**src/rtl/sdfm_pkg.sv**
```systemverilog
`default_nettype none
// +----------------------------------------------------------------------+
// | sdfm_pkg                                                             |
// | Shared sizes and status-flag layout for the SDFM output FIFO.        |
// | Rev 1.0                                                              |
// +----------------------------------------------------------------------+
package sdfm_pkg;

  localparam int unsigned SDFM_DW         = 32;
  localparam int unsigned SDFM_FIFO_DEPTH = 16;

  localparam int unsigned SDFM_FLAG_OVF = 0;
  localparam int unsigned SDFM_FLAG_UDF = 1;
  localparam int unsigned SDFM_FLAG_IRQ = 2;

  // Packed so that the bit positions match the status register layout.
  typedef struct packed {
    logic irq;
    logic udf;
    logic ovf;
  } sdfm_flags_t;

endpackage
`default_nettype wire

```
**src/rtl/sdfm_fifo_mem.sv**
```systemverilog
`default_nettype none
// +----------------------------------------------------------------------+
// | sdfm_fifo_mem                                                        |
// | DEPTH x DW register array, one write port, asynchronous read port.   |
// | Rev 1.0                                                              |
// +----------------------------------------------------------------------+
module sdfm_fifo_mem #(
  parameter int unsigned DEPTH = 16,
  parameter int unsigned AW    = 4,
  parameter int unsigned DW    = 32
) (
  input  logic          clk_i,
  input  logic          we_i,
  input  logic [AW-1:0] waddr_i,
  input  logic [DW-1:0] wdata_i,
  input  logic [AW-1:0] raddr_i,
  output logic [DW-1:0] rdata_o
);

  // Contents need no reset; occupancy is tracked by the owner.
  logic [DW-1:0] mem_q [0:DEPTH-1];

  always_ff @(posedge clk_i) begin
    if (we_i) begin
      mem_q[waddr_i] <= wdata_i;
    end
  end

  assign rdata_o = mem_q[raddr_i];

endmodule
`default_nettype wire

```
**src/rtl/sdfm_data_fifo.sv**
```systemverilog
`default_nettype none
// +----------------------------------------------------------------------+
// | sdfm_data_fifo                                                       |
// | Per-channel FWFT output FIFO with sticky level/overflow interrupt.   |
// | Rev 1.0                                                              |
// +----------------------------------------------------------------------+
module sdfm_data_fifo
  import sdfm_pkg::*;
#(
  parameter int unsigned DEPTH = SDFM_FIFO_DEPTH,
  parameter int unsigned AW    = $clog2(DEPTH),
  parameter int unsigned DW    = SDFM_DW
) (
  input  logic          SYSCLK,
  input  logic          SYSRST,
  input  logic          reg_fifoen,
  input  logic [AW:0]   reg_fifolvl,
  input  logic          reg_lvlie,
  input  logic          reg_ovfie,
  input  logic [DW-1:0] in_data,
  input  logic          in_valid,
  input  logic          rd_pop,
  input  logic          clr_flags,
  output logic [DW-1:0] rd_data,
  output logic [AW:0]   fifo_count,
  output logic          fifo_empty,
  output logic          fifo_full,
  output logic          ovf_flag,
  output logic          udf_flag,
  output logic          irq
);

  localparam logic [AW-1:0] PTR_ONE  = AW'(1);
  localparam logic [AW:0]   CNT_ONE  = (AW+1)'(1);
  localparam logic [AW:0]   CNT_FULL = (AW+1)'(DEPTH);

  logic [AW-1:0] wr_ptr_q, wr_ptr_d;
  logic [AW-1:0] rd_ptr_q, rd_ptr_d;
  logic [AW:0]   count_q,  count_d;
  sdfm_flags_t   flags_q,  flags_d;

  logic [DW-1:0] mem_rdata;
  logic [AW:0]   eff_lvl;
  logic          empty, full;
  logic          push_req, pop_req, do_push, do_pop;
  logic          ovf_evt, udf_evt, lvl_evt;

  // A full FIFO still accepts a push when the same cycle pops a word.
  always_comb begin
    empty    = (count_q == '0);
    full     = (count_q == CNT_FULL);
    push_req = in_valid & reg_fifoen;
    pop_req  = rd_pop & reg_fifoen;
    do_pop   = pop_req & ~empty;
    do_push  = push_req & (~full | do_pop);
    ovf_evt  = push_req & full & ~do_pop;
    udf_evt  = pop_req & empty;
  end

  always_comb begin
    wr_ptr_d = wr_ptr_q;
    rd_ptr_d = rd_ptr_q;
    count_d  = count_q;
    if (!reg_fifoen) begin
      wr_ptr_d = '0;
      rd_ptr_d = '0;
      count_d  = '0;
    end else begin
      if (do_push) wr_ptr_d = wr_ptr_q + PTR_ONE;
      if (do_pop)  rd_ptr_d = rd_ptr_q + PTR_ONE;
      case ({do_push, do_pop})
        2'b10:   count_d = count_q + CNT_ONE;
        2'b01:   count_d = count_q - CNT_ONE;
        default: count_d = count_q;
      endcase
    end
  end

  // Thresholds above DEPTH can never be reached, so no extra guard needed.
  always_comb begin
    eff_lvl = (reg_fifolvl == '0) ? CNT_ONE : reg_fifolvl;
    lvl_evt = (count_q < eff_lvl) && (count_d >= eff_lvl);
  end

  // Set beats clear when both land in the same cycle.
  always_comb begin
    flags_d     = flags_q;
    flags_d.ovf = ovf_evt | (flags_q.ovf & ~clr_flags);
    flags_d.udf = udf_evt | (flags_q.udf & ~clr_flags);
    flags_d.irq = (lvl_evt & reg_lvlie) | (ovf_evt & reg_ovfie)
                | (flags_q.irq & ~clr_flags);
  end

  always_ff @(posedge SYSCLK or posedge SYSRST) begin
    if (SYSRST) begin
      wr_ptr_q <= '0;
      rd_ptr_q <= '0;
      count_q  <= '0;
      flags_q  <= '0;
    end else begin
      wr_ptr_q <= wr_ptr_d;
      rd_ptr_q <= rd_ptr_d;
      count_q  <= count_d;
      flags_q  <= flags_d;
    end
  end

  sdfm_fifo_mem #(
    .DEPTH (DEPTH),
    .AW    (AW),
    .DW    (DW)
  ) u_mem (
    .clk_i   (SYSCLK),
    .we_i    (do_push),
    .waddr_i (wr_ptr_q),
    .wdata_i (in_data),
    .raddr_i (rd_ptr_q),
    .rdata_o (mem_rdata)
  );

  assign rd_data    = empty ? '0 : mem_rdata;
  assign fifo_count = count_q;
  assign fifo_empty = empty;
  assign fifo_full  = full;
  assign ovf_flag   = flags_q.ovf;
  assign udf_flag   = flags_q.udf;
  assign irq        = flags_q.irq;

endmodule
`default_nettype wire

```
**config.mk**
```make
export PLATFORM = sky130hd
export DESIGN_NAME = sdfm_data_fifo
export DESIGN_NICKNAME = d
export VERILOG_FILES = /design/src/rtl/sdfm_pkg.sv /design/src/rtl/sdfm_fifo_mem.sv /design/src/rtl/sdfm_data_fifo.sv
export SDC_FILE = /design/constraint.sdc
export NUM_CORES = 1
export LEC_CHECK = 0
export BUFFER_PORTS_ARGS = -buffer_cell sky130_fd_sc_hd__buf_2
export CAP_MARGIN = 30
export CORE_UTILIZATION = 40
export DETAILED_ROUTE_END_ITERATION = 8
export GPL_TIMING_DRIVEN = 0
export PLACE_DENSITY = 0.54
export SLEW_MARGIN = 20
export SYNTH_ARGS = -nofsm -noshare
export SYNTH_HDL_FRONTEND = slang
export SYNTH_SLANG_ARGS = --single-unit
```
**constraint.sdc**
```tcl
create_clock -name SYSCLK -period 6.65 [get_ports SYSCLK]
set_input_delay 1.33 -clock SYSCLK [delete_from_list [all_inputs] [get_ports SYSCLK]]
set_output_delay 1.33 -clock SYSCLK [all_outputs]
set_load 0.03 [all_outputs]
```
After elaboration in Yosys (flattened, before gate mapping)

Memory sizes are Yosys's and may differ from the RTL's.
Index checks and enable logic that the tools add are counted.

$lt $le $gt $ge: 2
Add/sub/neg operators: 4
Mux-type cells: 10
Reduce and logical (&&, ||, !) cells: 3
Equality and inequality tests: 5
Bitwise gates (word level): 21

Operators by type and width:

| kind                                                                     | number |
|---|---|
| 32-bit two-way mux                                                       | 1 |
| 4-bit two-way mux                                                        | 4 |
| 1-bit AND                                                                | 12 |
| 5-bit zero test                                                          | 2 |
| 5-bit two-way mux                                                        | 2 |
| 5-bit one-hot mux with 2 select lines                                    | 1 |
| 4-bit by 1-bit adder with 4-bit output (second input constant)           | 2 |
| 5-bit by 1-bit adder with 5-bit output (second input constant)           | 1 |
| 5-bit == test (second input constant)                                    | 1 |
| 5-bit >= comparator                                                      | 1 |
| 5-bit < comparator                                                       | 1 |
| 1-bit OR                                                                 | 5 |
| 5-bit by 1-bit subtractor with 5-bit output (second input constant)      | 1 |
| 2-bit by 1-bit inequality test with 1-bit output (second input constant) | 2 |
| 1-bit NOT                                                                | 4 |
| 2-bit by 1-bit == test with 1-bit output (second input constant)         | 1 |
| 2-bit == test (second input constant)                                    | 1 |
| 1-bit two-way mux                                                        | 2 |
| 1-bit logical AND                                                        | 1 |

Logic and storage cells: 52
Memory bits (writable): 512
Register bits after elaboration: 16
Input port bits: 45
Memories: 1

Memory list:

| name        | depth | width | rd ports | clocked after memory_dff | wr ports | line                | source |
|---|---|---|---|---|---|---|---|
| u_mem.mem_q | 16    | 32    | 1        | 0                        | 1        | sdfm_fifo_mem.sv:21 | `logic [DW-1:0] mem_q [0:DEPTH-1];` |

Logic depth before layout (Yosys ltp)

Depth in word-level cells: 13
Mapped depth: 15
Gate-level depth less buffers: 14

By module

A second synthesis with hierarchy kept.

Cell total of the unflattened synthesis: 973
Area total of the unflattened synthesis: 20,632.3 um^2

Modules (own cells, without submodules):

| module         | area an instance (um^2) | cells each | seq. area each (um^2) | instances |
|---|---|---|---|---|
| sdfm_fifo_mem  | 19,213.4                | 806        | 15,374.7              | 1 |
| sdfm_data_fifo | 1,418.9                 | 167        | 400.4                 | 1 |

Worst setup path after synthesis

Ideal clock, no wire load.

Path kind: input to register
From: input port rd_pop
To: memory u_mem.mem_q[0][0] (enable)
Arrival: 5,003 ps
Library setup time: 501 ps
Stages on the path: 5
Path slack: 1,145 ps
Cells stage by stage: clkbuf_1 or3_1 buf_6 nand3_4 nor4_1

Word-level cells in the longest chain between the ends: 6

Ends and longest elaborated chain:

| what                                    | line                 | source |
|---|---|---|
| start: declaration                      | sdfm_data_fifo.sv:22 | `input logic rd_pop,` |
| 1-bit AND                               | sdfm_data_fifo.sv:53 | `pop_req = rd_pop & reg_fifoen;` |
| 1-bit AND                               | sdfm_data_fifo.sv:54 | `do_pop = pop_req & ~empty;` |
| 1-bit OR                                | sdfm_data_fifo.sv:55 | `do_push = push_req & (~full \| do_pop);` |
| 1-bit AND                               | sdfm_data_fifo.sv:55 |  |
| 1-bit two-way mux                       | sdfm_fifo_mem.sv:24  | `if (we_i) begin` |
| 1-bit two-way mux (implied by the code) | sdfm_fifo_mem.sv:25  | `mem_q[waddr_i] <= wdata_i;` |
| end: declaration                        | sdfm_fifo_mem.sv:21  |  |

Every way passes these cells.

Final worst setup path

From: register count_q[2] (netlist: fifo_count[2])
To: output port rd_data[28]

Word-level cells in the longest chain between the ends: 2

Ends and longest elaborated chain:

| what                     | line                  | source |
|---|---|---|
| start: declaration       | sdfm_data_fifo.sv:39  | `logic [AW:0] count_q, count_d;` |
| start signal: assignment | sdfm_data_fifo.sv:103 | `count_q <= count_d;` |
| 5-bit zero test          | sdfm_data_fifo.sv:50  | `empty = (count_q == '0);` |
| 32-bit two-way mux       | sdfm_data_fifo.sv:121 | `assign rd_data = empty ? '0 : mem_rdata;` |
| end: declaration         | sdfm_data_fifo.sv:24  | `output logic [DW-1:0] rd_data,` |

Every way passes these cells.

==> metrics.yaml <==
route:
  firstDrtPassIters: 5
  drc_errors: 0
  wl_met3_um: 2490
  top_layer_used: "met4"
  drt-met1-wl_um: 22100
  vias: 9989
  vias_per_cell: 5.40
  wl_per_cell_um: 25.9
  wl_met2_um: 22500
  ant_nets: 0
  drt-total-wl_um: 47800
  drtIter0Drc: 785
clocking:
  numCtsBuffers: 55
  cts_max_path_buffers: 3
  cts_sinks: 528
  postCtsHoldBufs: 0
  clkSlewWorstSetupHoldPaths_ns: 0.06
  cts.htree.levels: 2
  cts_tree: "yes"
  worst_skew_pair.late_latency_ns: 0.60
  cts_setup_buffers: 0
  root_buffer: "clkbuf_16"
  post_cts_resized: 0
sta:
  rsz0062_at_grt: "false"
  max_freq_mhz: 212
  setup_slack_ns: 1.93
  finalSetupViolCount: 0
  holdWs_ns: 0.533
  hold_violations: 0
  post-route-period-util_pct: 70.9
  slew_headroom_pct: 31.9
  fin_crit_ns: 4.72
  fin_skew_ns: 0.0160
  drv_slew: 0
  worst_pin_slew_ns: 1.02
power_and_ir_drop:
  p_per_area_nw_per_um2: 300
  p_leak_nw: 7.79
  total_power_mw: 7.26
  vdd_drop_max_mv: 0.193
floorplanning:
  dieWidth_um: 229
  io_pins: 87
  dieArea_um2: 52500
  dieHeight_um: 229
  rows: 82
  core-area_um2: 50500
  initial_core_util_pct: 40.9
worst_setup_path:
  crit_cells: 7
  worstPathMaxFanout: 10
  crit_arrival_ns: 3.39
  crit_family: "simple AND/OR/NAND/NOR gates"
  crit_required_ns: 5.32
  path_buf_inv: 3
  end_kind: "output port"
  worst_r2r_path_depth: 15
  critPathSlowestCell: "or4_4"
  path_cells: "clkbuf_2, or4_4, nand2b_1, nand2b_1, buf_2, o22ai_1, buf_2"
  startpoint_type: "flop"
  cpPeakStageDelay_ns: 0.54
  worstSetupPathType: "reg -> out"
global_routing:
  grt_antenna_before_repair: 2
  grt_pass1_wl_um: 70300
  grt_max_degree: 33
  track_usage_pct: 18.5
  grt_pass1_vias: 10400
  grt.overflow.total: 0
synthesis:
  ys_warn_count: 0
  synth-async-reset-ratio_pct: 3.03
  synth.top_cells.by_count: "512 x edfxtp_1, 128 x mux4_2, 68 x mux2i_1"
  ys_ff_latch: 528
  syn_nets: 1001
  synthAdderAreaFrac_pct: 0.910
  synth-edff-count: 512
  synth_xor_area_share_pct: 0.297
  ys_seq_area_share_pct: 76.5
  synth_cell_types: 40
  syn_inst: 941
  yosys.area.top_type_share_pct: 74.5
  yosysTopAreaCell: "edfxtp_1"
  syn_avg_cell_area_um2: 21.9
  synthMuxAreaShare_pct: 17.3
  ys.flop_type: "edfxtp_1"
  synth_top_family_by_area: "multiplexers"
  synth_area_um2: 20600
  ys_top_cells_by_area: "edfxtp_1 75%, mux4_2 14%, mux2i_1 3.3%, dfrtp_1 1.9%, o22ai_1 1.0%"
  synth_compound_area_share_pct: 1.72
  synth_most_common_cell: "edfxtp_1"
  synth_simple_gate_area_share_pct: 1.79
layout:
  syn_to_final_growth_pct: 17.4
  fin_area_um2: 24200
  nNetsFinal: 1189
  drive_gt1_share_pct: 33.1
  nFillCells: 4182
  multi_input_area_um2: 4620
  regArea_um2: 15800
hold_path:
  hold_path.class: "reg -> reg"
  whs_path_depth: 2
placed_design:
  dpl_worst_slack_ns: 2.27
  gp_congestion: 0.726
  place_area_um2: 22400
  io_buffers: 83
  dp_hpwl_um: 29400
outcome:
  status: "complete, no violations"
flow_run:
  cap_violations: 0
==> cell usage in the layout (no fill, tap or decap), types with 14 or more instances in the layout <==
master     instances
clkinv_1          14
buf_2            130
inv_1             20
clkinv_2          15
ha_1              15
clkbuf_1          32
dfrtp_1           16
clkbuf_16         56
mux4_2           128
mux2i_1           68
o22ai_1           34
edfxtp_1         512
==> cell type report <==
type,instances,share of cell area [%]
Buffer,51,0.951
Multi-Input combinational cell,342,19.1
Tap cell,672,3.47
Clock inverter,39,1.26
Inverter,20,0.310
Sequential cell,528,65.2
Antenna cell,2,0.0207
Clock buffer,64,5.91
Timing Repair Buffer,131,3.84
==> path summary, 6_finish.rpt <==
kind | from | slack [ns] | endpoint
setup reg to reg | fifo_count[2]$_DFF_PP0_ | 3.22 | irq$_DFF_PP0_
setup / recovery | fifo_count[2]$_DFF_PP0_ | 1.93 | rd_data[28]
hold reg to reg | udf_flag$_DFF_PP0_ | 0.53 | udf_flag$_DFF_PP0_
hold / removal | udf_flag$_DFF_PP0_ | 0.53 | udf_flag$_DFF_PP0_
max in group asynchronous | SYSRST | 5.36 | wr_ptr_q[3]$_DFFE_PP0P_
min in group asynchronous | SYSRST | 0.83 | fifo_count[3]$_DFF_PP0_
==> flip-flops by register name (all words and copies together), names as in the netlist <==
signal,flops
ovf_flag,1
udf_flag,1
u_mem.mem_q,512
wr_ptr_q,4
rd_ptr_q,4
fifo_count,5
irq,1
==> metal layers <==
layer,up-vias,GRT usage [%]
li1,4318,-
met1,5358,27.1
met2,245,28.8
met3,68,3.83
met4,0,3.96
met5,-,0
==> worst reg2reg max path, cell delays in order (launching register included) <==
cell      delay [ns]
dfrtp_1         0.40
clkbuf_2        0.17
or4_4           0.54
o21bai_2        0.23
xnor2_1         0.16
ha_1            0.20
nor2_1          0.06
mux2_2          0.27
nand2_1         0.08
mux2i_1         0.24
ha_1            0.26
o21ai_0         0.07
a21oi_1         0.05
or3_1           0.32
a21oi_1         0.13
o21ai_0         0.10
==> metrics by stage <==
step,cells,util (%),setup TNS [ns]
after CTS,1844,47.9,0
after global routing,1847,48.0,0
after global placement,1696,43.4,-452.06
after floorplan,941,-,0
after detailed placement,1741,44.4,0
final,1849,48.0,0
==> where the power goes <==
| group | internal, mW | leakage [nW] | switching (mW) |
|---|---|---|---|
| Combinational | 0.246 | 2.11 | 0.367 |
| Sequential | 3.68 | 4.83 | 0.0122 |
| Clock | 1.69 | 0.853 | 1.27 |
| Total | 5.62 | 7.79 | 1.65 |
==> logic make-up after synthesis <==
kind of cell             after synthesis
AO/OA/AOI/OAI                         56
XOR/XNOR                               7
adder cells (fa/ha/maj)               15
buffers and inverters                 71
flip-flops                           528
multiplexers                         197
AND/OR/NAND/NOR                       67
No activity file was read; power rests on OpenSTA's default activity.
